**config.mk**
```make
export PLATFORM = sky130hd
export DESIGN_NAME = hazard_stall_ctrl
export DESIGN_NICKNAME = d
export VERILOG_FILES = /design/src/rtl/hazard_stall_ctrl.sv
export SDC_FILE = /design/constraint.sdc
export NUM_CORES = 1
export LEC_CHECK = 0
export ABC_AREA = 1
export CAP_MARGIN = 10
export CORE_MARGIN = 1
export CORE_UTILIZATION = 55
export CTS_CLUSTER_DIAMETER = 120
export DETAILED_ROUTE_END_ITERATION = 6
export HOLD_SLACK_MARGIN = 0.02
export PLACE_DENSITY = 0.87
export SYNTH_ARGS = -nofsm -noshare
export SYNTH_HDL_FRONTEND = slang
export SYNTH_SLANG_ARGS = --single-unit
```
**constraint.sdc**
```tcl
create_clock -name clk -period 3.95 [get_ports clk]
set_input_delay 0.5925 -clock clk [delete_from_list [all_inputs] [get_ports clk]]
set_output_delay 0.5925 -clock clk [all_outputs]
set_load 0.01 [all_outputs]
```
**src/rtl/hazard_stall_ctrl.sv**
```systemverilog
`default_nettype none
// ============================================================================
// Module      : hazard_stall_ctrl
// Description : Stall / flush controller for the stallable pipeline registers
//               (PC, IF/ID, ID/EX, EX/MEM). Detects load-use hazards in ID,
//               holds the front end while a multi-cycle multiply occupies EX,
//               squashes younger instructions on a taken branch resolved in
//               MEM, and keeps a saturating stall-cycle counter.
// Revision    : 1.0 - initial release
// ============================================================================
module hazard_stall_ctrl #(
    parameter int REG_W   = 5,
    parameter int MUL_LAT = 4,
    parameter int XZR     = 31,
    parameter int CNT_W   = 32
) (
    input  logic             clk,
    input  logic             Reset,
    input  logic [REG_W-1:0] Rn_ID,
    input  logic [REG_W-1:0] Rm_ID,
    input  logic             UsesRn_ID,
    input  logic             UsesRm_ID,
    input  logic [REG_W-1:0] Rd_EX,
    input  logic             MemRead_EX,
    input  logic             RegWrite_EX,
    input  logic             MulStart_EX,
    input  logic             BranchTaken_MEM,
    output logic             Stall_PC,
    output logic             Stall_IFID,
    output logic             Stall_IDEX,
    output logic             Flush_IFID,
    output logic             Flush_IDEX,
    output logic             Flush_EXMEM,
    output logic             Busy,
    output logic [CNT_W-1:0] StallCycles
);

    // Zero register index; writes to it never create a dependency.
    localparam logic [REG_W-1:0] C_XZR = REG_W'(XZR);

    // Wait-count loaded on multiply entry when MUL_WAIT is used (MUL_LAT > 2).
    localparam logic [3:0] C_WAIT_INIT = (MUL_LAT > 2) ? 4'(MUL_LAT - 2) : 4'd0;

    // With MUL_LAT == 2 the single stall cycle is the entry cycle itself, so
    // the FSM goes straight to MUL_LAST.
    localparam bit C_SKIP_WAIT = (MUL_LAT == 2);

    typedef enum logic [1:0] {
        ST_RUN      = 2'd0,
        ST_MUL_WAIT = 2'd1,
        ST_MUL_LAST = 2'd2
    } state_t;

    state_t           r_state;
    logic [3:0]       r_cnt;
    logic [CNT_W-1:0] r_stall_cycles;

    state_t           w_next_state;
    logic [3:0]       w_next_cnt;
    logic             w_lu;
    logic             w_mul_en;
    logic             w_rn_hit;
    logic             w_rm_hit;

    logic             w_stall_pc;
    logic             w_stall_ifid;
    logic             w_stall_idex;
    logic             w_flush_ifid;
    logic             w_flush_idex;
    logic             w_flush_exmem;

    // A single-cycle multiply needs no stall at all, so MulStart_EX is
    // masked off entirely in that build.
    generate
        if (MUL_LAT > 1) begin : g_mul_stall
            assign w_mul_en = MulStart_EX;
        end else begin : g_no_mul_stall
            assign w_mul_en = 1'b0;
        end
    endgenerate

    // Load-use hazard: a load in EX writes a register the ID instruction reads.
    assign w_rn_hit = UsesRn_ID && (Rn_ID == Rd_EX);
    assign w_rm_hit = UsesRm_ID && (Rm_ID == Rd_EX);
    assign w_lu     = MemRead_EX && RegWrite_EX && (Rd_EX != C_XZR)
                   && (w_rn_hit || w_rm_hit);

    // Mealy stall/flush decode and next-state logic; branch flush wins over
    // everything, and all controls are held low while reset is asserted.
    always_comb begin
        w_stall_pc    = 1'b0;
        w_stall_ifid  = 1'b0;
        w_stall_idex  = 1'b0;
        w_flush_ifid  = 1'b0;
        w_flush_idex  = 1'b0;
        w_flush_exmem = 1'b0;
        w_next_state  = r_state;
        w_next_cnt    = r_cnt;

        if (!Reset) begin
            w_next_state = ST_RUN;
            w_next_cnt   = 4'd0;
        end else if (BranchTaken_MEM) begin
            w_flush_ifid  = 1'b1;
            w_flush_idex  = 1'b1;
            w_flush_exmem = 1'b1;
            w_next_state  = ST_RUN;
            w_next_cnt    = 4'd0;
        end else begin
            case (r_state)
                ST_RUN: begin
                    if (w_mul_en) begin
                        // Freeze the front end and bubble EX/MEM while the
                        // multiply keeps EX busy.
                        w_stall_pc    = 1'b1;
                        w_stall_ifid  = 1'b1;
                        w_stall_idex  = 1'b1;
                        w_flush_exmem = 1'b1;
                        if (C_SKIP_WAIT) begin
                            w_next_state = ST_MUL_LAST;
                        end else begin
                            w_next_state = ST_MUL_WAIT;
                            w_next_cnt   = C_WAIT_INIT;
                        end
                    end else if (w_lu) begin
                        // One bubble is enough: next cycle the load is in MEM
                        // and forwarding covers the consumer.
                        w_stall_pc   = 1'b1;
                        w_stall_ifid = 1'b1;
                        w_flush_idex = 1'b1;
                    end
                end

                ST_MUL_WAIT: begin
                    w_stall_pc    = 1'b1;
                    w_stall_ifid  = 1'b1;
                    w_stall_idex  = 1'b1;
                    w_flush_exmem = 1'b1;
                    if (r_cnt == 4'd1) begin
                        w_next_state = ST_MUL_LAST;
                        w_next_cnt   = 4'd0;
                    end else begin
                        w_next_cnt = r_cnt - 4'd1;
                    end
                end

                ST_MUL_LAST: begin
                    // MulStart_EX is still high for the same multiply here,
                    // so only the load-use check applies.
                    if (w_lu) begin
                        w_stall_pc   = 1'b1;
                        w_stall_ifid = 1'b1;
                        w_flush_idex = 1'b1;
                    end
                    w_next_state = ST_RUN;
                end

                default: begin
                    w_next_state = ST_RUN;
                    w_next_cnt   = 4'd0;
                end
            endcase
        end
    end

    // State and wait-count registers.
    always_ff @(posedge clk) begin
        if (!Reset) begin
            r_state <= ST_RUN;
            r_cnt   <= 4'd0;
        end else begin
            r_state <= w_next_state;
            r_cnt   <= w_next_cnt;
        end
    end

    // Saturating count of cycles in which the PC was held.
    always_ff @(posedge clk) begin
        if (!Reset) begin
            r_stall_cycles <= '0;
        end else if (w_stall_pc && (r_stall_cycles != {CNT_W{1'b1}})) begin
            r_stall_cycles <= r_stall_cycles + CNT_W'(1);
        end
    end

    assign Stall_PC    = w_stall_pc;
    assign Stall_IFID  = w_stall_ifid;
    assign Stall_IDEX  = w_stall_idex;
    assign Flush_IFID  = w_flush_ifid;
    assign Flush_IDEX  = w_flush_idex;
    assign Flush_EXMEM = w_flush_exmem;
    assign Busy        = Reset && (r_state == ST_MUL_WAIT);
    assign StallCycles = r_stall_cycles;

endmodule
`default_nettype wire

```
==> results.yml <==
detailed_routing:
  avgViaCountPerCell: 5.387
  wl_per_cell_um: 12.97
  firstDrtPassIters: 5
  drc: 0
  drt_wl_total_um: 7340
  drtIter0Drc: 220
  num_vias: 3049
  drtAntennaViolNets: 0
floorplan:
  die_w_um: 71.87
  dieArea_sq_um: 5165
  fp.coreArea_sq_um: 4723
  start_util: 0.5685
  num_rows: 25
  ios: 62
  die_y_um: 71.87
setup_path:
  worstSetupStartpointType: "primary input"
  crit_path_end_kind: "primary output"
  cp_max_fo: 34
  worstSetupPathType: "primary input to primary output"
  worstPathArrival_ps: 2750
  critPathRequiredTime_ps: 3360
cts:
  clk_latency_ps: 290
  cts_sinks: 38
  clock_path_buffers: 2
  cts-root-buf: "clkbuf_8"
  clk_pin_slew_ps: 70
  cts_resized: 0
  cts_max_level: 2
  cts_inserted_buffers: 5
  post_cts_buffers: 0
  cts_tree: "yes"
  cts-hold-fix-buffers: 0
sta:
  period_needed_ps: 3342
  finalHoldViolCount: 0
  fin_crit_sh: 0.8461
  finalSetupViolCount: 0
  relSlewSlack: 0.6156
  slew_violations: 0
  tns_ps: 0
  rsz0062_at_grt: "no"
  skew_ps: 4.471
  max_freq_mhz: 299.2
  tightestPinTransition_ps: 575.7
power:
  clock_power_share: 0.399
  p_leak_nw: 1.311
  ir_drop_uv: 121.6
  switching_share: 0.2429
  internal-power_mw: 0.6036
  pwr-share-seq: 0.486
  switchingPower_mw: 0.1937
  power_density_nw_per_um2: 233.6
  pwr-share-comb: 0.114
yosys:
  ys_seq_area_frac: 0.2833
  synthTopCellsByCount: "nand2_1, nand3_1, nor2_1, inv_1, dfxtp_1"
  synth_area_leaders: "dfxtp_1, nand2_1, nand3_1"
  syn_area_sq_um: 2685
  synthFlopType: "dfxtp_1"
  synth_nets: 468
  async_flop_share: 0
  synth_edf_count: 0
  synth.top_cell.area_share: 0.2833
  yosys.area.top_type: "dfxtp_1"
  yosysUniqueCellTypes: 26
  yosysMostFrequentCell: "nand2_1"
  synthCells: 442
  synth.avg_cell_area_sq_um: 6.075
  synth_warnings: 0
  ys_ff_latch: 38
placement:
  routabilityCongestion: 1.003
  placed_area_sq_um: 3303
  place_hpwl_um: 5527
  port_buffers: 61
  placedCellCount: 558
finish:
  synthToLayoutAreaGrowth_pct: 27.12
  drive_gt1_frac: 0.04008
  final_cells: 566
  antenna_cells: 0
  postLayoutCellArea_sq_um: 3413
  nets: 524
status:
  status: "completed"
global_routing:
  grt_pass1_wl_um: 12220
  antenna_found_initial: 0
  grtUsageTotal: 0.2960
  grt_pass1_vias: 2637
  gr-total-overflow: 0
  grt_max_degree: 35
run:
  drv_cap: 0
hold_path:
  hold_path.class: "flop to flop"
power by group through the flow:
stage	sequential (mW)	combinational (mW)	clock, mW
finish	0.388	0.0910	0.318
global route	0.388	0.101	0.335
CTS	0.388	0.0911	0.316
detailed placement	0.397	0.0904	0
global placement	0.397	0.0876	0
floorplan	0.397	0.0503	0
worst paths after layout:
check                              startpoint                           end  slack (ps)  cells after the start
setup / recovery                        Reset                    Stall_IFID         610                      8
hold / removal          r_cnt[3]$_SDFFE_PP0P_         r_cnt[3]$_SDFFE_PP0P_         470                      2
setup reg to reg  StallCycles[0]$_SDFFE_PN0P_  StallCycles[21]$_SDFFE_PN0P_        1300                      9
hold reg to reg         r_cnt[3]$_SDFFE_PP0P_         r_cnt[3]$_SDFFE_PP0P_         470                      2
cells in the final DEF (no fill, tap or decap), drive strengths merged:
cell type,instances
a221oi,1
xnor2,4
xor2,15
a21oi,35
nor3,7
nand3b,11
clkdlybuf4s50,61
clkbuf,8
nand3,52
inv,45
nor2,56
buf,1
ha,3
o21ai,2
o221ai,1
nand2,150
nand4,9
dfxtp,38
critical path, cell delays in order:
cell             delay [ps]
clkdlybuf4s50_1         540
inv_2                   240
nor2_1                  270
inv_1                   140
nor2_2                  170
inv_2                    60
nand2_4                 160
clkdlybuf4s50_1         570
cell type report:
type | instances | area [sq um]
clock buffer | 8 | 110.1
multi-input combinational | 346 | 1672
fill | 404 | 1310
sequential | 38 | 760.7
tap | 67 | 83.83
inverter | 45 | 168.9
timing repair buffer | 62 | 618.1
routing by layer:
layer	part of all wire	vias up	routed length (um)	GRT usage
met5	0	-	0	0
met3	0.051	17	376	0.04501
met4	0.020	0	147	0.08061
met1	0.43	1376	3182	0.3750
met2	0.50	128	3634	0.5220
li1	-	1528	-	-
sequential cells by signal, indices dropped and copies added (netlist names):
register	count
StallCycles	32
r_cnt	4
r_state	2
per-stage QoR:
stage                     power, mW  hold WS [ps]    util  setup slack [ps]
after CTS                    0.7949         468.7  0.7226             607.5
after global routing         0.8249         498.4  0.7226             410.8
after global placement       0.4842         460.6  0.6993             679.1
after detailed placement     0.4873         457.0  0.6993             608.4
after floorplan              0.4468         443.5       -              1804
final                        0.7973         467.3  0.7226             608.1
cell families after synthesis:
logic type | count (synthesis) | synth area share
AO/OA/AOI/OAI | 39 | 0.07549
XOR/XNOR | 19 | 0.06198
adder cells (fa/ha/maj) | 3 | 0.01398
buffers and inverters | 58 | 0.09412
flip-flops | 38 | 0.2833
AND/OR/NAND/NOR | 285 | 0.4711
Power figures use the tool's default switching activity.
